$ cat src/rtl/alu_pkg.sv
// Shared constants, ALU operation encodings and FSM state type for the
// ALU issue front end.
package alu_pkg;

    localparam logic [6:0] OPC_OP     = 7'b0110011;
    localparam logic [6:0] OPC_OP_IMM = 7'b0010011;

    localparam logic [6:0] F7_BASE = 7'b0000000;
    localparam logic [6:0] F7_ALT  = 7'b0100000;

    // {func7, func3} encodings understood by the ALU
    localparam logic [9:0] ALU_ADD  = {F7_BASE, 3'b000};
    localparam logic [9:0] ALU_SUB  = {F7_ALT,  3'b000};
    localparam logic [9:0] ALU_SLL  = {F7_BASE, 3'b001};
    localparam logic [9:0] ALU_SLT  = {F7_BASE, 3'b010};
    localparam logic [9:0] ALU_SLTU = {F7_BASE, 3'b011};
    localparam logic [9:0] ALU_XOR  = {F7_BASE, 3'b100};
    localparam logic [9:0] ALU_SRL  = {F7_BASE, 3'b101};
    localparam logic [9:0] ALU_SRA  = {F7_ALT,  3'b101};
    localparam logic [9:0] ALU_OR   = {F7_BASE, 3'b110};
    localparam logic [9:0] ALU_AND  = {F7_BASE, 3'b111};

    typedef enum logic [1:0] {
        ST_IDLE = 2'd0,
        ST_EXEC = 2'd1,
        ST_WB   = 2'd2
    } issue_state_t;

    function automatic logic alu_op_legal(input logic [6:0] f7, input logic [2:0] f3);
        logic ok;
        case ({f7, f3})
            ALU_ADD, ALU_SUB, ALU_SLL, ALU_SLT, ALU_SLTU,
            ALU_XOR, ALU_SRL, ALU_SRA, ALU_OR, ALU_AND: ok = 1'b1;
            default:                                    ok = 1'b0;
        endcase
        return ok;
    endfunction

endpackage

$ cat src/rtl/alu_issue_if.sv
// Instruction handshake, ALU drive/return and writeback report bundle.
interface alu_issue_if #(parameter int DATA_WIDTH = 32) ();

    logic                  instr_valid;
    logic                  instr_ready;
    logic [31:0]           instr;
    logic [2:0]            func3;
    logic [6:0]            func7;
    logic [DATA_WIDTH-1:0] rs1_data;
    logic [DATA_WIDTH-1:0] rs2_data;
    logic [DATA_WIDTH-1:0] alu_rd_data;
    logic                  wb_valid;
    logic [4:0]            wb_addr;
    logic [DATA_WIDTH-1:0] wb_data;
    logic                  illegal;

    // Environment side: instruction source plus the combinational ALU
    modport master (
        output instr_valid, instr, alu_rd_data,
        input  instr_ready, func3, func7, rs1_data, rs2_data,
               wb_valid, wb_addr, wb_data, illegal
    );

    modport slave (
        input  instr_valid, instr, alu_rd_data,
        output instr_ready, func3, func7, rs1_data, rs2_data,
               wb_valid, wb_addr, wb_data, illegal
    );

endinterface

$ cat src/rtl/alu_issue_regfile.sv
// 32-entry integer register file: two operand reads, one write, one debug
// read; x0 always reads zero and ignores writes.
module regfile #(
    parameter int DATA_WIDTH = 32
) (
    input  logic                  clk,
    input  logic                  rst,
    input  logic [4:0]            rs1_addr,
    input  logic [4:0]            rs2_addr,
    input  logic [4:0]            dbg_addr,
    input  logic                  we,
    input  logic [4:0]            waddr,
    input  logic [DATA_WIDTH-1:0] wdata,
    output logic [DATA_WIDTH-1:0] rs1_data,
    output logic [DATA_WIDTH-1:0] rs2_data,
    output logic [DATA_WIDTH-1:0] dbg_data
);

    logic [DATA_WIDTH-1:0] regs_r [32];

    // Register storage with synchronous clear
    always_ff @(posedge clk) begin
        if (rst) begin
            for (int i = 0; i < 32; i++) begin
                regs_r[i] <= '0;
            end
        end else if (we && (waddr != 5'd0)) begin
            regs_r[waddr] <= wdata;
        end
    end

    assign rs1_data = (rs1_addr == 5'd0) ? '0 : regs_r[rs1_addr];
    assign rs2_data = (rs2_addr == 5'd0) ? '0 : regs_r[rs2_addr];
    assign dbg_data = (dbg_addr == 5'd0) ? '0 : regs_r[dbg_addr];

endmodule

$ cat src/rtl/alu_issue.sv
// Serial issue unit: decodes one RV32I OP/OP-IMM instruction, presents
// operands to the external ALU for one cycle, then writes the result back.
module alu_issue
    import alu_pkg::*;
#(
    parameter int DATA_WIDTH = 32
) (
    input  logic                  clk,
    input  logic                  rst,
    alu_issue_if.slave            bus,
    input  logic [4:0]            dbg_addr,
    output logic [DATA_WIDTH-1:0] dbg_data
);

    issue_state_t state_r;
    issue_state_t state_next_s;

    logic                  fire_s;
    logic                  legal_s;
    logic [2:0]            dec_func3_s;
    logic [6:0]            dec_func7_s;
    logic [DATA_WIDTH-1:0] dec_b_s;
    logic [DATA_WIDTH-1:0] imm_sext_s;
    logic [DATA_WIDTH-1:0] shamt_s;
    logic [DATA_WIDTH-1:0] rf_rs1_s;
    logic [DATA_WIDTH-1:0] rf_rs2_s;
    logic                  rf_we_s;

    logic                  ready_r;
    logic [2:0]            func3_r;
    logic [6:0]            func7_r;
    logic [DATA_WIDTH-1:0] rs1_data_r;
    logic [DATA_WIDTH-1:0] rs2_data_r;
    logic [4:0]            rd_r;
    logic                  wb_valid_r;
    logic [4:0]            wb_addr_r;
    logic [DATA_WIDTH-1:0] wb_data_r;
    logic                  illegal_r;

    assign fire_s     = bus.instr_valid && ready_r;
    assign imm_sext_s = {{(DATA_WIDTH-12){bus.instr[31]}}, bus.instr[31:20]};
    assign shamt_s    = {{(DATA_WIDTH-5){1'b0}}, bus.instr[24:20]};

    // A reset landing on the WB cycle must not commit the dropped result
    assign rf_we_s = wb_valid_r && !rst;

    regfile #(.DATA_WIDTH(DATA_WIDTH)) u_regfile (
        .clk      (clk),
        .rst      (rst),
        .rs1_addr (bus.instr[19:15]),
        .rs2_addr (bus.instr[24:20]),
        .dbg_addr (dbg_addr),
        .we       (rf_we_s),
        .waddr    (wb_addr_r),
        .wdata    (wb_data_r),
        .rs1_data (rf_rs1_s),
        .rs2_data (rf_rs2_s),
        .dbg_data (dbg_data)
    );

    // Instruction decode: legality, ALU function fields and operand B select
    always_comb begin
        legal_s     = 1'b0;
        dec_func3_s = bus.instr[14:12];
        dec_func7_s = F7_BASE;
        dec_b_s     = rf_rs2_s;
        case (bus.instr[6:0])
            OPC_OP: begin
                dec_func7_s = bus.instr[31:25];
                legal_s     = alu_op_legal(bus.instr[31:25], bus.instr[14:12]);
            end
            OPC_OP_IMM: begin
                if (bus.instr[14:12] == 3'b001) begin
                    dec_b_s = shamt_s;
                    legal_s = (bus.instr[31:25] == F7_BASE);
                end else if (bus.instr[14:12] == 3'b101) begin
                    dec_b_s = shamt_s;
                    if (bus.instr[30]) begin
                        dec_func7_s = F7_ALT;
                        legal_s     = (bus.instr[31:25] == F7_ALT);
                    end else begin
                        legal_s     = (bus.instr[31:25] == F7_BASE);
                    end
                end else begin
                    // bit 30 of an ADDI immediate is data, never a SUB select
                    dec_b_s = imm_sext_s;
                    legal_s = 1'b1;
                end
            end
            default: begin
                legal_s = 1'b0;
            end
        endcase
    end

    // FSM state register
    always_ff @(posedge clk) begin
        if (rst) begin
            state_r <= ST_IDLE;
        end else begin
            state_r <= state_next_s;
        end
    end

    // FSM next-state logic
    always_comb begin
        state_next_s = state_r;
        case (state_r)
            ST_IDLE: begin
                if (fire_s && legal_s) begin
                    state_next_s = ST_EXEC;
                end else begin
                    state_next_s = ST_IDLE;
                end
            end
            ST_EXEC: state_next_s = ST_WB;
            ST_WB:   state_next_s = ST_IDLE;
            default: state_next_s = ST_IDLE;
        endcase
    end

    // Registered handshake, ALU drive and writeback outputs
    always_ff @(posedge clk) begin
        if (rst) begin
            ready_r    <= 1'b0;
            func3_r    <= 3'd0;
            func7_r    <= 7'd0;
            rs1_data_r <= '0;
            rs2_data_r <= '0;
            rd_r       <= 5'd0;
            wb_valid_r <= 1'b0;
            wb_addr_r  <= 5'd0;
            wb_data_r  <= '0;
            illegal_r  <= 1'b0;
        end else begin
            ready_r    <= (state_next_s == ST_IDLE);
            illegal_r  <= fire_s && !legal_s;
            wb_valid_r <= (state_r == ST_EXEC);
            if (fire_s && legal_s) begin
                func3_r    <= dec_func3_s;
                func7_r    <= dec_func7_s;
                rs1_data_r <= rf_rs1_s;
                rs2_data_r <= dec_b_s;
                rd_r       <= bus.instr[11:7];
            end
            if (state_r == ST_EXEC) begin
                wb_addr_r <= rd_r;
                wb_data_r <= bus.alu_rd_data;
            end
        end
    end

    assign bus.instr_ready = ready_r;
    assign bus.func3       = func3_r;
    assign bus.func7       = func7_r;
    assign bus.rs1_data    = rs1_data_r;
    assign bus.rs2_data    = rs2_data_r;
    assign bus.wb_valid    = wb_valid_r;
    assign bus.wb_addr     = wb_addr_r;
    assign bus.wb_data     = wb_data_r;
    assign bus.illegal     = illegal_r;

endmodule

$ cat src/flat_wrapper.sv
// flat-port wrapper written by rule: the top's interface ports become plain ports
module alu_issue_flat import alu_pkg::*;
#(
    parameter int DATA_WIDTH = 32
)
  (clk, rst, dbg_addr, dbg_data, bus_instr_valid, bus_instr, bus_alu_rd_data, bus_instr_ready, bus_func3, bus_func7, bus_rs1_data, bus_rs2_data, bus_wb_valid, bus_wb_addr, bus_wb_data, bus_illegal);
  alu_issue_if #(.DATA_WIDTH(DATA_WIDTH)) bus_i ();
  input  logic clk;
  input  logic rst;
  input  logic [4:0] dbg_addr;
  output logic [DATA_WIDTH-1:0] dbg_data;
  input wire logic [$bits(bus_i.instr_valid)-1:0] bus_instr_valid;
  input wire logic [$bits(bus_i.instr)-1:0] bus_instr;
  input wire logic [$bits(bus_i.alu_rd_data)-1:0] bus_alu_rd_data;
  output wire logic [$bits(bus_i.instr_ready)-1:0] bus_instr_ready;
  output wire logic [$bits(bus_i.func3)-1:0] bus_func3;
  output wire logic [$bits(bus_i.func7)-1:0] bus_func7;
  output wire logic [$bits(bus_i.rs1_data)-1:0] bus_rs1_data;
  output wire logic [$bits(bus_i.rs2_data)-1:0] bus_rs2_data;
  output wire logic [$bits(bus_i.wb_valid)-1:0] bus_wb_valid;
  output wire logic [$bits(bus_i.wb_addr)-1:0] bus_wb_addr;
  output wire logic [$bits(bus_i.wb_data)-1:0] bus_wb_data;
  output wire logic [$bits(bus_i.illegal)-1:0] bus_illegal;
  assign bus_i.instr_valid = bus_instr_valid;
  assign bus_i.instr = bus_instr;
  assign bus_i.alu_rd_data = bus_alu_rd_data;
  assign bus_instr_ready = bus_i.instr_ready;
  assign bus_func3 = bus_i.func3;
  assign bus_func7 = bus_i.func7;
  assign bus_rs1_data = bus_i.rs1_data;
  assign bus_rs2_data = bus_i.rs2_data;
  assign bus_wb_valid = bus_i.wb_valid;
  assign bus_wb_addr = bus_i.wb_addr;
  assign bus_wb_data = bus_i.wb_data;
  assign bus_illegal = bus_i.illegal;
  alu_issue #(.DATA_WIDTH(DATA_WIDTH)) u_core (.clk(clk), .rst(rst), .bus(bus_i), .dbg_addr(dbg_addr), .dbg_data(dbg_data));
endmodule
$ cat config.mk
export PLATFORM = sky130hd
export DESIGN_NAME = alu_issue_flat
export DESIGN_NICKNAME = d
export VERILOG_FILES = /design/src/rtl/alu_pkg.sv /design/src/rtl/alu_issue_if.sv /design/src/rtl/alu_issue_regfile.sv /design/src/rtl/alu_issue.sv /design/src/flat_wrapper.sv
export SDC_FILE = /design/constraint.sdc
export NUM_CORES = 2
export LEC_CHECK = 0
export CAP_MARGIN = 40
export CELL_PAD_IN_SITES_DETAIL_PLACEMENT = 0
export CELL_PAD_IN_SITES_GLOBAL_PLACEMENT = 2
export CORE_MARGIN = 1.5
export CORE_UTILIZATION = 49
export CTS_BUF_LIST = sky130_fd_sc_hd__clkbuf_16
export CTS_CLUSTER_SIZE = 30
export DETAILED_ROUTE_END_ITERATION = 12
export PLACE_DENSITY = 0.87
export SKIP_CTS_REPAIR_TIMING = 1
export SLEW_MARGIN = 10
export SYNTH_ARGS = -nofsm -noshare
export SYNTH_HDL_FRONTEND = slang
export SYNTH_SLANG_ARGS = --single-unit
$ cat constraint.sdc
create_clock -name clk -period 12.51 [get_ports clk]
set_input_delay 2.502 -clock clk [delete_from_list [all_inputs] [get_ports clk]]
set_output_delay 2.502 -clock clk [all_outputs]
set_load 0.01 [all_outputs]
Yosys cells after proc, flatten, opt, wreduce, memory -nomap -nowiden
Memory sizes are Yosys's and may differ from the RTL's.
Index checks and enable logic that the tools add are counted.
Word-level totals
  bits in registers: 121
  RAM bits: 1024
  output and inout port bits: 146
  word-level logic and storage cells: 69
  memories kept: 1
Operators by class
  eq/ne operators: 15
  multiplexer cells: 25
  reduce and logical (&&, ||, !) cells: 17
Memories
  u_core.u_regfile.regs_r: depth 32, bits a word 32, rd ports 3, clocked after memory_dff 0, wr ports 32, RTL line alu_issue_regfile.sv:19  | logic [DATA_WIDTH-1:0] regs_r [32];
Operator list (count)
  two-way mux 32 bit: 7
  == test 10 x 3 -> 1 bit (second input constant): 4
  OR reduction 32 bit: 1
  == test 10 x 2 -> 1 bit (second input constant): 2
  == test 10 x 9 -> 1 bit (second input constant): 2
  zero test 5 bit: 3
  == test 7 x 6 -> 1 bit (second input constant): 2
  two-way mux 7 bit: 2
  case mux 7 bit (2 select lines): 1
  two-way mux 1 bit: 11
  == test 10 x 1 -> 1 bit (second input constant): 1
  zero test 10 bit: 1
  OR reduction 10 bit: 1
  == test 7 x 5 -> 1 bit (second input constant): 1
  zero test 7 bit: 1
  two-way mux 6 bit: 1
  logical AND 1 bit: 5
  two-way mux 5 bit: 1
  nonzero test 5 bit: 1
  zero test 2 bit: 2
  case mux 2 bit (2 select lines): 1
  == test 3 x 1 -> 1 bit (second input constant): 1
  == test 3 bit (second input constant): 1
  == test 2 x 1 -> 1 bit (second input constant): 1
  2 further kinds: 3

Logic depth before layout (Yosys ltp)
  word-level depth: 9
  mapped depth: 10
  gate-level depth less buffers: 6

Cells and area by module
A second synthesis with hierarchy kept.
Second synthesis, totals
  cells, all modules: 4731
  area, all modules: 67373.4 um^2
By module, submodules not included
  regfile: instances 1, cells an instance 4255, area an instance 62645.1 um^2
  alu_issue: instances 1, cells an instance 476, area an instance 4728.3 um^2

Worst setup path after synthesis
Ideal clock, no wire load.
  path kind: input-to-output
  start: in dbg_addr[0]
  end: out dbg_data[10]
  data arrival time: 4.407 ns
  required time: 10.008 ns
  setup slack: 5.601 ns
  stages on the path: 7
  path through: clkbuf_1 > buf_2 > buf_2 > mux4_2 > mux4_2 > nand2_1 > o21ai_0
Between the ends
  longest elaborated chain between the ends: 2
  elaborated cells on any way between the ends: 3
Ends and longest elaborated chain
  start: declaration: RTL line flat_wrapper.sv:10  | input logic [4:0] dbg_addr;
  memory read (32 x 32 bit) / zero test 5 bit (equally long branches)
  two-way mux 32 bit *: RTL line alu_issue_regfile.sv:34  | assign dbg_data = (dbg_addr == 5'd0) ? '0 : regs_r[dbg_addr];
  end: declaration: RTL line flat_wrapper.sv:11  | output logic [DATA_WIDTH-1:0] dbg_data;
Every way passes the cells marked *; elsewhere a longest branch is shown, timed or not.

Worst setup path after layout
  start: in dbg_addr[0]
  end: out dbg_data[7]
The elaborated chain is that of the path after synthesis.

==> results_tabular.tex <==
\begin{tabular}{lr}
\hline
Metric & Value \\
\hline
\multicolumn{2}{l}{\textbf{Floorplanning}} \\
\quad Die area & 0.1373 mm\^{}2 \\
\quad Number of I/O pins & 218 \\
\quad Initial Utilization & 0.4947 \\
\quad Area of the core region & 0.1338 mm\^{}2 \\
\quad Floorplan die width & 370.5 um \\
\quad Height of the die & 370.5 um \\
\quad Floorplan row count & 134 \\
\multicolumn{2}{l}{\textbf{Worst setup path}} \\
\quad Required time of the critical path & 10010 ps \\
\quad CP Class & input port to output pin \\
\quad Worst flop-to-flop path startpoint & u\_core.bus.wb\_valid \\
\quad Timing endpoint of the critical path & dbg\_data[7] \\
\quad Endpoint arrival time on the critical path & 6090 ps \\
\quad Capturing point of the worst reg2reg path & u\_core.u\_regfile.regs\_r[20][20] \\
\quad Type of origin of the critical path & input port \\
\quad Worst setup path startpoint & dbg\_addr[0] \\
\quad Minimum setup slack among reg-to-reg paths & 8500 ps \\
\quad Reg2Reg Depth & 7 \\
\quad Type of element capturing the critical path & output pin \\
\quad Max Fanout on Critical Path & 72 \\
\multicolumn{2}{l}{\textbf{Final layout}} \\
\quad Final Non-Filler Cells & 6524 \\
\quad Fill cell total of the finished layout & 10390 \\
\quad Sequential cell area in the final layout & 0.03315 mm\^{}2 \\
\quad Synthesis-to-finish area growth & 14.36\% \\
\quad Footprint of the multi-input gates & 0.03154 mm\^{}2 \\
\quad Fraction of final layout cells sized beyond drive strength 1 & 0.2660 \\
\quad Post-layout nets & 4698 \\
\multicolumn{2}{l}{\textbf{Routing}} \\
\quad Final routed wire length divided by cell count & 40.82 um \\
\quad DRC marker count from the first detailed-route iteration & 9298 \\
\quad Number of remaining DRC errors & 0 \\
\quad Detailed Routing Iterations Pass 1 & 6 \\
\quad Total via count after detailed routing & 47840 \\
\quad Detailed Route WL & 266300 um \\
\quad Number of nets still failing antenna checks after routing & 0 \\
\quad Via density per instance & 7.333 \\
\multicolumn{2}{l}{\textbf{Power}} \\
\quad Lkg Pwr & 25.80 nW \\
\quad Power density relative to cell area & 124.6 mW/mm\^{}2 \\
\quad VDD IR-drop max & 0.0001415 V \\
\quad Overall power consumption & 9.431 mW \\
\multicolumn{2}{l}{\textbf{STA}} \\
\quad Maximum operating frequency & 116.3 MHz \\
\quad Worst Clk Skew & 30.94 ps \\
\quad Final Max Tran Viols & 0 \\
\quad Final setup TNS & 0 ps \\
\quad Worst hold margin & 452.9 ps \\
\quad PnR worst setup slack & 3915 ps \\
\quad Final setup vio count & 0 \\
\quad Period minus WS final & 8595 ps \\
\quad Worst Tran Pin Value & 1035 ps \\
\quad Max-slew headroom at the worst pin & 0.3101 \\
\quad Number of failing hold endpoints at the final stage & 0 \\
\quad Unrepaired setup endpoints after global routing & no \\
\quad Final Cycle Share & 0.6870 \\
\multicolumn{2}{l}{\textbf{CTS}} \\
\quad Worst skew pair latency & 800 ps \\
\quad H-Tree Depth & 4 \\
\quad Clock Sinks & 1144 \\
\quad Cts bufs inserted & 131 \\
\quad Library cell used as clock root buffer & sky130\_fd\_sc\_hd\_\_clkbuf\_16 \\
\quad Max clock buf depth & 3 \\
\quad Worst-path clk slew & 50 ps \\
\quad Clock tree from TritonCTS & yes \\
\multicolumn{2}{l}{\textbf{Yosys}} \\
\quad Number of synthesized flops with an enable pin & 1024 \\
\quad Cell with the most instances after synthesis & sky130\_fd\_sc\_hd\_\_edfxtp\_1 \\
\quad Number of synthesized register bits & 1144 \\
\quad Post-Synth Simple-Gate Area & 0.1186 \\
\quad Yosys top cell by area & sky130\_fd\_sc\_hd\_\_edfxtp\_1 \\
\quad Count of different cell masters after synthesis & 68 \\
\quad Compound-cell area share of the yosys netlist & 0.06070 \\
\quad Synthesized-area fraction occupied by adder cells & 0 \\
\quad Count of mapped cells out of synthesis & 4544 \\
\quad Synth async-reset ratio & 0 \\
\quad Commonest cells in the synthesized netlist & sky130\_fd\_sc\_hd\_\_edfxtp\_1, sky130\_fd\_sc\_hd\_\_and2\_1, sky130\_fd\_sc\_hd\_\_mux4\_2 \\
\quad Largest family of logic cells by synthesized area & multiplexers \\
\quad Combined area of all synthesized cells & 0.06619 mm\^{}2 \\
\quad Top-area cell type share of the netlist area & 0.4646 \\
\quad Post-synthesis sequential area ratio & 0.5009 \\
\quad Area share of xor/xnor cells in the synthesized design & 0 \\
\quad Average cell area after synthesis & 14.57 um\^{}2 \\
\quad Count of yosys warnings during synthesis & 0 \\
\quad Share of synthesized area spent on multiplexers & 0.2861 \\
\quad Cell types with the largest area share after synthesis & sky130\_fd\_sc\_hd\_\_edfxtp\_1, sky130\_fd\_sc\_hd\_\_mux4\_2, sky130\_fd\_sc\_hd\_\_and2\_1, sky130\_fd\_sc\_hd\_\_dfxtp\_1, sky130\_fd\_sc\_hd\_\_mux2i\_1 \\
\quad Leading register cell type out of synthesis & sky130\_fd\_sc\_hd\_\_edfxtp\_1 \\
\multicolumn{2}{l}{\textbf{Global route}} \\
\quad Via count of the first global-routing pass & 45080 \\
\quad All-Layer GR Usage & 0.3882 \\
\quad Number of antenna violations at the first check in global routing & 33 \\
\quad GRT overflow & 0 \\
\quad Wire length of the first global-routing pass & 363000 um \\
\quad Largest net degree at the start of global routing & 94 \\
\multicolumn{2}{l}{\textbf{Place}} \\
\quad Pre-CTS setup slack & 3905 ps \\
\quad Buffers on Ports & 217 \\
\quad GP Congestion & 0.9175 \\
\quad DP HPWL & 154700 um \\
\quad Placed Cells incl. Taps & 6253 \\
\multicolumn{2}{l}{\textbf{Outcome}} \\
\quad Result of the run & complete, no violations \\
\multicolumn{2}{l}{\textbf{Min path}} \\
\quad Path category of the worst min-delay check & flip-flop to flip-flop \\
\multicolumn{2}{l}{\textbf{Run}} \\
\quad Max-cap violations & 0 \\
\hline
\end{tabular}
## how the worst min path moves through the flow
stage / start / to / slack, ps / depth (start not counted)
after floorplan: u_core.rd_r[0] / u_core.rd_r[0] / 430 / 2
after global placement: u_core.rd_r[2] / u_core.rd_r[2] / 440 / 2
after detailed placement: u_core.rd_r[2] / u_core.rd_r[2] / 440 / 2
after CTS: u_core.rd_r[2] / u_core.rd_r[2] / 450 / 2
after global routing: u_core.bus.func7[0] / u_core.bus.func7[0] / 470 / 1
final: u_core.rd_r[2] / u_core.rd_r[2] / 450 / 2
## sequential cells by signal, indices dropped and copies added (netlist names)
register / flops
u_core.bus.func3: 3
u_core.bus.func7: 7
u_core.bus.illegal: 1
u_core.bus.instr_ready: 1
u_core.bus.rs1_data: 32
u_core.bus.rs2_data: 32
u_core.bus.wb_addr: 5
u_core.bus.wb_data: 32
u_core.bus.wb_valid: 1
u_core.rd_r: 5
u_core.state_r: 1
u_core.u_regfile.regs_r: 1024
## through the flow
stage                     area, um^2    util
final                          75690  0.5657
after global routing           75640  0.5654
after CTS                      75490  0.5642
after detailed placement       71450  0.5340
after global placement         70390  0.5261
after floorplan                66300       -
## metal layers
metal / track usage / vias to the layer above / part of all wire
met5: 0 / - / 0.00033
met4: 0.2050 / 12 / 0.059
met3: 0.1381 / 882 / 0.16
met2: 0.5551 / 4574 / 0.43
met1: 0.5209 / 24210 / 0.35
li1: - / 18170 / -
## cells by family after synthesis
| family | after synthesis |
|---|---|
| other | 1 |
| DFF | 1144 |
| muxes | 955 |
| buffers and inverters | 542 |
| and+or+nand+nor | 1345 |
| AOI/OAI and AO/OA | 557 |
## layout by cell type, fill, tap and decap left out, types with 29 or more instances in the layout
cell type / synthesis / routed
sky130_fd_sc_hd__a22o_1: 42 / 42
sky130_fd_sc_hd__buf_4: 3 / 145
sky130_fd_sc_hd__nor2b_1: 36 / 35
sky130_fd_sc_hd__clkinv_1: 2 / 33
sky130_fd_sc_hd__o221ai_1: 29 / 29
sky130_fd_sc_hd__a211oi_1: 33 / 33
sky130_fd_sc_hd__a21oi_1: 50 / 49
sky130_fd_sc_hd__o21ai_0: 123 / 95
sky130_fd_sc_hd__nand2_1: 144 / 144
sky130_fd_sc_hd__a221oi_1: 67 / 67
sky130_fd_sc_hd__mux2i_1: 200 / 200
sky130_fd_sc_hd__conb_1: 1 / 32
sky130_fd_sc_hd__o22ai_1: 72 / 72
sky130_fd_sc_hd__dfxtp_1: 120 / 119
sky130_fd_sc_hd__clkdlybuf4s50_1: 0 / 203
sky130_fd_sc_hd__clkbuf_16: 0 / 137
sky130_fd_sc_hd__a22oi_1: 69 / 69
sky130_fd_sc_hd__edfxtp_1: 1024 / 1024
sky130_fd_sc_hd__nor2_4: 0 / 29
sky130_fd_sc_hd__mux4_2: 749 / 749
sky130_fd_sc_hd__and2_1: 1000 / 1000
sky130_fd_sc_hd__nor2_1: 99 / 70
sky130_fd_sc_hd__inv_1: 38 / 72
## worst max-delay path: stages
cell and delay [ps]:
sky130_fd_sc_hd__buf_8 610, sky130_fd_sc_hd__buf_12 560, sky130_fd_sc_hd__mux4_2 590, sky130_fd_sc_hd__mux4_2 470, sky130_fd_sc_hd__nand2_1 90, sky130_fd_sc_hd__o21ai_0 370
sky130_fd_sc_hd__clkdlybuf4s50_1 620
## where the power goes
part	switching (mW)	total, mW	internal [mW]	leakage [nW]
logic	0.695	1.28	0.584	12.9
registers	0.135	4.47	4.33	10.7
clock network	1.64	3.69	2.05	2.12
## area by class of cell
type / count / share of cell area
diodes: 20 / 0.0006612
clock buffers: 137 / 0.04529
clock inverters: 106 / 0.008067
inverters: 40 / 0.002000
multi-input cells: 2889 / 0.4167
flip-flops and latches: 1144 / 0.4380
well taps: 1768 / 0.02923
repair buffers: 420 / 0.06002
Power figures use the tool's default switching activity.
